==> src/rtl/clk_div_pkg.sv <==
// Shared types and helpers for the clock-divider / clock-enable generator.
// Holds the FSM encoding, settle counter sizing and per-channel ratio extraction.
package clk_div_pkg;

  typedef enum logic [1:0] {
    SETTLE = 2'd0,
    RUN    = 2'd1,
    DRAIN  = 2'd2
  } fsm_e;

  localparam int unsigned SETTLE_CYCLES_DEF = 1024;
  localparam int unsigned SETTLE_W_DEF      = $clog2(SETTLE_CYCLES_DEF + 1);
  localparam int unsigned RATIO_VEC_MAX     = 256;
  localparam int unsigned RATIO_MAX_W       = 32;

  // Settle counter width; never below 1 so SETTLE_CYCLES of 0 or 1 still elaborates.
  function automatic int unsigned settle_w(input int unsigned cycles);
    return (cycles < 2) ? 1 : $clog2(cycles + 1);
  endfunction

  function automatic logic [RATIO_MAX_W-1:0] ratio_of(
    input logic [RATIO_VEC_MAX-1:0] vec,
    input int unsigned              ch,
    input int unsigned              w
  );
    logic [RATIO_VEC_MAX-1:0] sh;
    logic [RATIO_MAX_W-1:0]   mask;
    sh   = vec >> (ch * w);
    mask = (w >= RATIO_MAX_W) ? '1 : ((RATIO_MAX_W'(1) << w) - RATIO_MAX_W'(1));
    return sh[RATIO_MAX_W-1:0] & mask;
  endfunction

endpackage

==> src/rtl/clk_div_chan.sv <==
// One divider channel: period counter, active ratio, staged ratio and registered outputs.
// A staged ratio is adopted only at the end of the current period so no pulse is cut short.
module clk_div_chan #(
  parameter int               DIV_W   = 8,
  parameter logic [DIV_W-1:0] DIV_RST = '0
) (
  input  logic             clk,
  input  logic             rst,
  input  logic             run,
  input  logic             load_req,
  input  logic [DIV_W-1:0] new_div,
  output logic             done,
  output logic             clk_out,
  output logic             clk_en
);

  logic [DIV_W-1:0] cnt_q, cnt_d, div_q, div_d, pend_q, pend_d;
  logic             pending_q, pending_d, out_q, out_d, en_q, en_d;
  logic             multi, last;

  assign multi = (div_q >= DIV_W'(2));
  assign last  = multi && (cnt_q == div_q - DIV_W'(1));

  always_comb begin
    cnt_d     = cnt_q;
    div_d     = div_q;
    pend_d    = pend_q;
    pending_d = pending_q;
    out_d     = out_q;
    en_d      = en_q;
    if (run) begin
      out_d = multi && (cnt_q < (div_q >> 1));
      en_d  = last || (div_q == DIV_W'(1));
      cnt_d = (multi && !last) ? cnt_q + DIV_W'(1) : '0;
      // pending only goes high after the accept cycle, so for D<=1 this is the first drain cycle
      if (pending_q && (!multi || last)) begin
        div_d     = pend_q;
        cnt_d     = '0;
        pending_d = 1'b0;
      end
      if (load_req) begin
        pend_d    = new_div;
        pending_d = 1'b1;
      end
    end
  end

  always_ff @(posedge clk) begin
    if (rst) begin
      cnt_q     <= '0;
      div_q     <= DIV_RST;
      pend_q    <= '0;
      pending_q <= 1'b0;
      out_q     <= 1'b0;
      en_q      <= 1'b0;
    end else begin
      cnt_q     <= cnt_d;
      div_q     <= div_d;
      pend_q    <= pend_d;
      pending_q <= pending_d;
      out_q     <= out_d;
      en_q      <= en_d;
    end
  end

  assign done    = !pending_q;
  assign clk_out = out_q;
  assign clk_en  = en_q;

endmodule

==> src/rtl/clk_div_gen.sv <==
// Programmable multi-output clock divider / enable generator with post-reset settle window
// and a valid/ready reconfiguration handshake that drains every channel before the next config.
module clk_div_gen
  import clk_div_pkg::*;
#(
  parameter int                       NUM_OUT       = 3,
  parameter int                       DIV_W         = 8,
  parameter int                       SETTLE_CYCLES = 1024,
  parameter logic [NUM_OUT*DIV_W-1:0] DIV_INIT      = {8'd8, 8'd4, 8'd2}
) (
  input  logic                     clk,
  input  logic                     rst,
  input  logic [NUM_OUT*DIV_W-1:0] div_cfg,
  input  logic                     cfg_valid,
  output logic                     cfg_ready,
  output logic                     ready,
  output logic [NUM_OUT-1:0]       clk_out,
  output logic [NUM_OUT-1:0]       clk_en
);

  localparam int SW = settle_w(SETTLE_CYCLES);
  localparam logic [SW-1:0] SETTLE_LAST = (SETTLE_CYCLES == 0) ? '0 : SW'(SETTLE_CYCLES - 1);

  fsm_e             state_q, state_d;
  logic [SW-1:0]    settle_q, settle_d;
  logic             ready_q, ready_d, cfg_ready_q, cfg_ready_d;
  logic [NUM_OUT-1:0] done;
  logic             load_req, run, all_done;

  assign load_req = (state_q == RUN) && cfg_ready_q && cfg_valid;
  assign run      = (state_q != SETTLE);
  assign all_done = &done;

  always_comb begin
    state_d     = state_q;
    settle_d    = settle_q;
    ready_d     = ready_q;
    cfg_ready_d = cfg_ready_q;
    case (state_q)
      SETTLE: begin
        if (settle_q == SETTLE_LAST) begin
          state_d     = RUN;
          ready_d     = 1'b1;
          cfg_ready_d = 1'b1;
        end else begin
          settle_d = settle_q + SW'(1);
        end
      end
      RUN: begin
        if (load_req) begin
          state_d     = DRAIN;
          cfg_ready_d = 1'b0;
        end
      end
      DRAIN: begin
        if (all_done) begin
          state_d     = RUN;
          cfg_ready_d = 1'b1;
        end
      end
      default: state_d = SETTLE;
    endcase
  end

  always_ff @(posedge clk) begin
    if (rst) begin
      state_q     <= SETTLE;
      settle_q    <= '0;
      ready_q     <= 1'b0;
      cfg_ready_q <= 1'b0;
    end else begin
      state_q     <= state_d;
      settle_q    <= settle_d;
      ready_q     <= ready_d;
      cfg_ready_q <= cfg_ready_d;
    end
  end

  for (genvar i = 0; i < NUM_OUT; i++) begin : g_chan
    logic [DIV_W-1:0] new_div;
    assign new_div = DIV_W'(ratio_of(RATIO_VEC_MAX'(div_cfg), i, DIV_W));

    clk_div_chan #(
      .DIV_W   (DIV_W),
      .DIV_RST (DIV_INIT[i*DIV_W +: DIV_W])
    ) u_chan (
      .clk      (clk),
      .rst      (rst),
      .run      (run),
      .load_req (load_req),
      .new_div  (new_div),
      .done     (done[i]),
      .clk_out  (clk_out[i]),
      .clk_en   (clk_en[i])
    );
  end

  assign ready     = ready_q;
  assign cfg_ready = cfg_ready_q;

endmodule

==> config.mk <==
export PLATFORM = sky130hd
export DESIGN_NAME = clk_div_gen
export DESIGN_NICKNAME = d
export VERILOG_FILES = /design/src/rtl/clk_div_pkg.sv /design/src/rtl/clk_div_chan.sv /design/src/rtl/clk_div_gen.sv
export SDC_FILE = /design/constraint.sdc
export NUM_CORES = 1
export LEC_CHECK = 0
export ABC_CLOCK_PERIOD_IN_PS = 6550
export CAP_MARGIN = 20
export CELL_PAD_IN_SITES_DETAIL_PLACEMENT = 1
export CELL_PAD_IN_SITES_GLOBAL_PLACEMENT = 2
export CORE_ASPECT_RATIO = 1.1
export CORE_UTILIZATION = 40
export DETAILED_ROUTE_END_ITERATION = 10
export GPL_TIMING_DRIVEN = 0
export MAX_ROUTING_LAYER = met4
export PLACE_DENSITY = 0.87
export SETUP_SLACK_MARGIN = 0.1
export SYNTH_ARGS = -nofsm -noshare
export SYNTH_HDL_FRONTEND = slang
export SYNTH_SLANG_ARGS = --single-unit
==> constraint.sdc <==
create_clock -name clk -period 6.55 [get_ports clk]
set_input_delay 0.9825 -clock clk [delete_from_list [all_inputs] [get_ports clk]]
set_output_delay 0.9825 -clock clk [all_outputs]
set_load 0.05 [all_outputs]
* Yosys cells after proc, flatten, opt, wreduce, memory -nomap -nowiden
Cells that the tools add are included. Widths: inputs -> output; s select.
Word-level totals: register bits after elaboration 96, input port bits 27, output and inout bits 8, word-level logic and storage cells 115
Cells by class: $add $sub $neg 7, order comparisons 6, equality and inequality tests 12, multiplexer cells 20, bitwise gates (word level) 1, reductions and logical operators 47
Operator list (count):
- $mux 8 | 6
- $add 8x1->8 const B | 3
- $eq 8x1->1 const B | 3
- $eq 8x8->1 | 3
- $ge 8x2->1 const B | 3
- $lt 8x7->1 | 3
- $sub 8x1->8 const B | 3
- $reduce_and 2->1 | 9
- $logic_and 1x1->1 | 14
- $add 11x1->11 const B | 1
- $eq 11x10->1 const B | 1
- $logic_not 1->1 | 9
- $mux 1 | 9
- $reduce_bool 2->1 | 4
- $logic_or 1x1->1 | 6
- $mux 2 | 3
- $pmux 2 s3 | 1
- $reduce_and 3->1 | 2
- $ne 2x2->1 const B | 2
- $reduce_and 4->1 | 1
- $pmux 1 s3 | 1
- $reduce_bool 3->1 | 1
- $eq 2x1->1 const B | 1
- $eq 2x2->1 const B | 1
- other kinds (3) | 3

* Logic depth before layout (Yosys ltp)
word-level depth 7, mapped depth 11

* Hierarchy
From an unflattened synthesis, not the netlist that was laid out.
Second synthesis, totals: cells, all modules 632, area, all modules 5242.5 um2
Modules (own cells, without submodules):
- clk_div_chan | times used 3, cells each 180, area each 1475.2 um2, sequential area each 540.5 um2
- clk_div_gen | times used 1, cells each 92, area each 817.0 um2, sequential area each 300.3 um2

* Worst setup path before layout
No wires, ideal clock.
path kind flip-flop to flip-flop, from register g_chan[0].u_chan.div_q[0], to register g_chan[0].u_chan.div_q[0], library setup time 72 ps, arrival time 2409 ps, setup slack 4069 ps, cell stages (with the launch flop) 12, period minus slack after synthesis 2481 ps, path through dfxtp_1 clkbuf_1 inv_1 ha_1 clkbuf_1 o21bai_1 a211oi_1 o21ai_0 and2_1 clkbuf_1 o31ai_4 mux2i_1
On the way: longest elaborated chain between the ends 6, elaborated cells on any way between the ends 8, classes of those cells add/sub (1); order compare (1); eq/ne (1); reduce/logical (5)
Ends and longest elaborated chain:
- start, declared | line clk_div_chan.sv:17 | logic [DIV_W-1:0] cnt_q, cnt_d, div_q, div_d, pend_q, pend_d;
- start signal, assigned | line clk_div_chan.sv:58 | div_q <= div_d;
- $sub 8x1->8 | line clk_div_chan.sv:22 | assign last = multi && (cnt_q == div_q - DIV_W'(1));
- $eq 8x8->1 | line clk_div_chan.sv:22
- $logic_and 1x1->1 | line clk_div_chan.sv:22
- $logic_or 1x1->1 (*) | line clk_div_chan.sv:36 | if (pending_q && (!multi || last)) begin
- $logic_and 1x1->1 (*) | line clk_div_chan.sv:36
- $reduce_and 2->1 (no line) (*)
Every way passes the cells marked *; elsewhere a longest branch is shown, timed or not. A chain may end at the register's enable or synchronous reset.

* Worst setup path after layout
from register g_chan[0].u_chan.div_q[1], to register g_chan[0].u_chan.div_q[5]
The elaborated chain is that of the path after synthesis.

==> run_results.csv <==
group,metric,value,unit
drt,vias,4746,
grt,gr-usage-all-layers,23.3,%
clock_tree,insertion_delay,0.35,ns
final_layout,final_net_count,757,
sta,slew_violations,0,
sta,rsz0062_at_grt,"false",
synthesis,yosys-top-cells-area,"dfxtp_1 (34%), ha_1 (7.6%), xnor2_1 (5.7%)",
sta,hold_viol,0,
synthesis,synth_area,5580,sq um
clock_tree,htreeDepth,3,
synthesis,synth_fp_nets,712,
floorplanning,ioPinCount,35,
floorplanning,initial_core_util,41.7,%
power_and_ir_drop,internal_power,1.01,mW
clock_tree,path_clk_slew,0.07,ns
outcome,status,"complete, no violations",
drt,ant_nets,0,
final_layout,drive_gt1_share,8.13,%
grt,grt_pass1_wl,25200,microns
synthesis,postSynthCellCount,651,
drt,via_per_inst,5.36,
clock_tree,cts_tree,"done",
setup_path,required,6.83,ns
hold_path,hold_path_class,"flop to flop",
placement,dpl.hpwl,11600,microns
power_and_ir_drop,pwr-share-comb,15.6,%
drt,post_drt_wl_per_cell,17.4,microns
sta,fin_ws,3.59,ns
clock_tree,ctsResizeCount,0,
clock_tree,post_cts_buffers,0,
sta,setup_tns,0,ns
final_layout,syn_to_final_growth,15.8,%
synthesis,ys_types,64,
synthesis,ys.warnings.count,0,
sta,min_period,2.96,ns
flow_run,cap_violations,0,
synthesis,synth-seq-area-share,34.5,%
floorplanning,die_h,126,microns
power_and_ir_drop,p_switching,0.386,mW
synthesis,synth-seq-cells,96,
synthesis,synth.most_common_cell,"dfxtp_1",
setup_path,r2r_cells,10,
placement,io_buffers,34,
synthesis,synth_edf_count,0,
setup_path,crit_fanout,9,
power_and_ir_drop,power.density,216,nW/um^2
final_layout,diodes,0,
grt,grt_max_degree,17,
clock_tree,cts_max_path_buffers,2,
clock_tree,cts_made_buffers,9,
sta,post-route-period-util,45.2,%
hold_path,hold_path_depth,2,
floorplanning,fp.dieW,115,microns
power_and_ir_drop,seqPwrFrac,44.2,%
setup_path,worst_setup_path_end_kind,"flop",
grt,grt.overflow.total,0,
placement,place_ws,3.30,ns
setup_path,worstPathArrival,3.24,ns
sta,worst-slew-pin-transition,0.961,ns
setup_path,critical_path_class,"flop to flop",
drt,drt_wl_total,15400,microns
power_and_ir_drop,swShare,27.6,%
floorplanning,die_area,14400,sq um
power_and_ir_drop,pwr-share-clk,40.2,%
synthesis,synth_area_leader_cell,"dfxtp_1",
power_and_ir_drop,leakagePower,2.27,nW
clock_tree,clkSinkCount,96,
grt,antenna_found_initial,0,
grt,grt_pass1_vias,4927,
sta,finalSetupViolCount,0,
floorplanning,rows,44,
synthesis,synthFlopType,"dfxtp_1",
drt,drcViolationCount,0,
drt,firstDrtPassIters,4,
clock_tree,root_buffer,"clkbuf_16",
drt,drt-initial-drc-count,201,
sta,fmaxAchievable,338,MHz
clock_tree,ctsHoldBuffers,0,
placement,routabilityCongestion,0.820,
synthesis,avgSynthCellArea,8.57,sq um
floorplanning,core-area,13400,sq um
sta,fin_worst_skew,0.00722,ns
synthesis,synth_top_area_share,34.5,%
power_and_ir_drop,ir_worst_vdd,0.0979,mV
synthesis,synthTopCellsByCount,"dfxtp_1 (96), nand2_1 (80), a21oi_1 (45)",
sta,maxSlewHeadroom,35.4,%
synthesis,async_flop_share,0,%
setup_path,critPathLaunchType,"flop",
## critical path, cell delays in order (launching register included)
cell	delay [ns]
dfxtp_1	0.34
clkbuf_1	0.32
inv_1	0.11
ha_1	0.19
clkbuf_1	0.18
xnor2_1	0.17
xnor2_1	0.13
nor3_1	0.16
nand4_1	0.34
o31ai_4	0.67
mux2i_1	0.26
## cell type report
| class | instances | area [sq um] |
|---|---|---|
| Fill cell | 1609 | 6920 |
| Buffer | 36 | 198 |
| Tap cell | 184 | 230 |
| Timing Repair Buffer | 34 | 340 |
| Clock buffer | 11 | 253 |
| Sequential cell | 96 | 1920 |
| Inverter | 34 | 128 |
| Multi-Input combinational cell | 485 | 3330 |
| Clock inverter | 5 | 60.1 |
## power by group through the flow
stage	sequential, mW	combinational (mW)	clock (mW)
floorplan	0.629	0.143	0
global placement	0.630	0.211	0
detailed placement	0.631	0.218	0
CTS	0.617	0.219	0.575
global route	0.620	0.236	0.601
finish	0.617	0.217	0.561
## logic make-up after synthesis
logic type | Yosys count | synth area share [%]
muxes | 22 | 3.95
and+or+nand+nor | 258 | 24.7
adders and majority gates | 34 | 7.63
xor gates and xnor gates | 56 | 8.79
AOI/OAI and AO/OA | 115 | 14.7
buffers and inverters | 70 | 5.83
DFF | 96 | 34.5
## flip-flops by register name (all words and copies together) (netlist names)
register and cells:
cfg_ready 1, state_q 2, ready 1, settle_q 11, g_chan.u_chan.pend_q 24, g_chan.u_chan.clk_en 3
g_chan.u_chan.pending_q 3, g_chan.u_chan.clk_out 3, g_chan.u_chan.div_q 24, g_chan.u_chan.cnt_q 24
## path summary, 6_finish.rpt
path | startpoint | endpoint | slack (ns)
setup reg to reg | g_chan[0].u_chan.div_q[1] | g_chan[0].u_chan.div_q[5] | 3.59
hold / removal | g_chan[2].u_chan.pend_q[0] | g_chan[2].u_chan.pend_q[0] | 0.45
setup / recovery | g_chan[0].u_chan.div_q[1] | g_chan[0].u_chan.div_q[5] | 3.59
hold reg to reg | g_chan[2].u_chan.pend_q[0] | g_chan[2].u_chan.pend_q[0] | 0.45
## per-stage QoR
step / power (mW) / util, % / instance area [sq um] / hold WS (ns) / cells
5_1_grt: 1.46 / 48.3 / 6460 / 0.467 / 885
2_1_floorplan: 0.772 / - / 5580 / 0.431 / 651
6_report: 1.40 / 48.3 / 6460 / 0.449 / 885
3_5_place_dp: 0.849 / 46.0 / 6150 / 0.444 / 869
3_3_place_gp: 0.841 / 46.0 / 6150 / 0.439 / 869
4_1_cts: 1.41 / 48.3 / 6460 / 0.454 / 885
## placed cells by master, fill, tap and decap left out, types with 3 or more instances in the layout
cell / instances
nand4_1: 11
nand3_1: 25
clkbuf_8: 6
nor2b_1: 6
and3_1: 7
a21o_1: 9
o21ai_0: 9
o2111ai_1: 5
nor3_1: 19
a21oi_1: 45
nor4_2: 3
mux2i_1: 22
clkbuf_16: 9
dfxtp_1: 96
or2_2: 4
clkdlybuf4s50_1: 34
ha_1: 34
inv_1: 34
or3_1: 8
nor2_1: 33
xor2_1: 20
nand2b_1: 30
buf_4: 6
a211oi_1: 14
nand2_1: 80
a221oi_1: 3
clkbuf_1: 26
or2b_2: 15
xnor2_1: 36
## layer usage
layer | track usage, % | routed length [microns]
met1 | 28.4 | 6930
met2 | 39.0 | 7680
met3 | 3.75 | 465
met4 | 7.87 | 306
met5 | - | 0
Power figures use the tool's default switching activity.
==> RTL change, RTL diff (config.mk and constraints unchanged) <==
Change the parameter `SETTLE_CYCLES` from 1024 to 512.
--- a/src/rtl/clk_div_gen.sv
+++ b/src/rtl/clk_div_gen.sv
@@ -5,7 +5,7 @@
 #(
   parameter int                       NUM_OUT       = 3,
   parameter int                       DIV_W         = 8,
-  parameter int                       SETTLE_CYCLES = 1024,
+  parameter int                       SETTLE_CYCLES = 512,
   parameter logic [NUM_OUT*DIV_W-1:0] DIV_INIT      = {8'd8, 8'd4, 8'd2}
 ) (
   input  logic                     clk,
Function: same outputs for any inputs over 10 cycles, from zero or initial values and one cycle with rst high; that may be too few to reach the edited logic, so the function may still have changed.
==> RTL change against the original RTL <==
  * Area after synthesis fell by 7.4%
  * Setup slack got worse by 230 ps
  * Sequential share of layout area rose by 2.0 points
  * Routed wire length fell by 13%
  * Critical path depth rose by 1
  * Sequential cell count fell by 1
  * Final area fell by 7.3%
  * Via count fell by 8.4%
  * Power fell by 6.6%
  * Count of clock-buffer cells in the layout rose by 1
  * Highest routed layer unchanged
==> RTL change: results (changes against the original RTL) <==
- Status: completed (unchanged)
- DP Area: 5690 um^2 (was 6150 um^2)
- Post-Syn Instances: 612 (was 651)
- Post-synth top cells: dfxtp_1, nand2_1, nor2_1 (was dfxtp_1, nand2_1, a21oi_1)
- Worst setup path end: g_chan[0].u_chan.pending_q$_SDFFE_PP0P_ (was g_chan[0].u_chan.div_q[5]$_SDFFE_PP0P_)
- Hold endpoint: g_chan[0].u_chan.pend_q[7]$_SDFFE_PP0P_ (was g_chan[2].u_chan.pend_q[0]$_SDFFE_PP0P_)
- Largest net degree at the start of global routing: 15 (was 17)
- Global-route wire length before repair: 22.4 mm (was 25.2 mm)
- Clock-net power: 0.000538 W (was 0.000561 W)
- Tot Pwr: 0.00130 W (was 0.00140 W)
- GPL Wtd Cong: 0.773 (was 0.820)
- Met3 usage: 3.01% (was 3.75%)
- Met3 wire length: 253 um (was 465 um)
- Worst reg2reg path depth: 11 (was 10)
- Worst slew pin tran: 1090 ps (was 961 ps)
- Post-Synth Adder-Cell Area: 8.24% (was 7.63%)
- Post-synthesis compound-gate area fraction: 14.1% (was 14.7%)
- Fin Clk Skew: 12.5 ps (was 7.22 ps)
- Mux cell area share after synthesis: 4.68% (was 3.95%)
- Top post-synthesis cells by area: dfxtp_1, ha_1, nand2_1, nor2_1, a21oi_1 (was dfxtp_1, ha_1, xnor2_1, nand2_1, a21oi_1)
- First DRT Iteration DRCs: 117 (was 201)
- Vias in the first global route: 4592 (was 4927)
- Post-synthesis sequential area ratio: 36.8% (was 34.5%)
- Met1 usage in global routing: 26.3% (was 28.4%)
- Dpl ws: 3290 ps (was 3300 ps)
- Total Nets Final: 717 (was 757)
- Hpwl dp: 10.2 mm (was 11.6 mm)
- Synth cell types: 62 (was 64)
- Cell at the slowest stage of the critical path: o21bai_1 (was o31ai_4)
- Via/cell ratio: 5.32 (was 5.36)
- CP Max Fanout: 8 (was 9)
- Hold Crit Start: g_chan[0].u_chan.pend_q[7]$_SDFFE_PP0P_ (was g_chan[2].u_chan.pend_q[0]$_SDFFE_PP0P_)
- Routing usage on met2: 38.6% (was 39.0%)
- Drt total wl: 13.4 mm (was 15.4 mm)
- CP max stage delay: 510 ps (was 670 ps)
- Placed Cells: 802 (was 869)
- GRT Overall Usage: 22.4% (was 23.3%)
- Length of routed met2 wiring: 6.73 mm (was 7.68 mm)
- Static Leak: 2.28 nW (was 2.27 nW)
[RTL change: cell families (layout without fill, tap and decap cells)]
| logic type | after synthesis | count (layout) |
|---|---|---|
| adders and majority gates | 34 | 34 |
| buffers and inverters | 67 | 115 |
| DFF | 95 | 95 |
| xor gates and xnor gates | 49 | 49 |
| muxes | 24 | 24 |
| and+or+nand+nor | 235 | 235 |
| AOI/OAI and AO/OA | 108 | 108 |
[RTL change: area by class of cell]
cell class                 count  area (um^2)
multi-input combinational    450         2990
timing repair buffer          33          330
buffer                        34          151
clock inverter                 3         42.5
sequential                    95         1900
fill                        1539         6600
inverter                      33          124
clock buffer                  12          256
tap                          157          196
[RTL change: tightest hold or removal path: cells and delay by family (launching register included)]
kind	cells	cell delay, ps
AO/OA/AOI/OAI	1	50
flip-flops	1	310
AND/OR/NAND/NOR	1	50
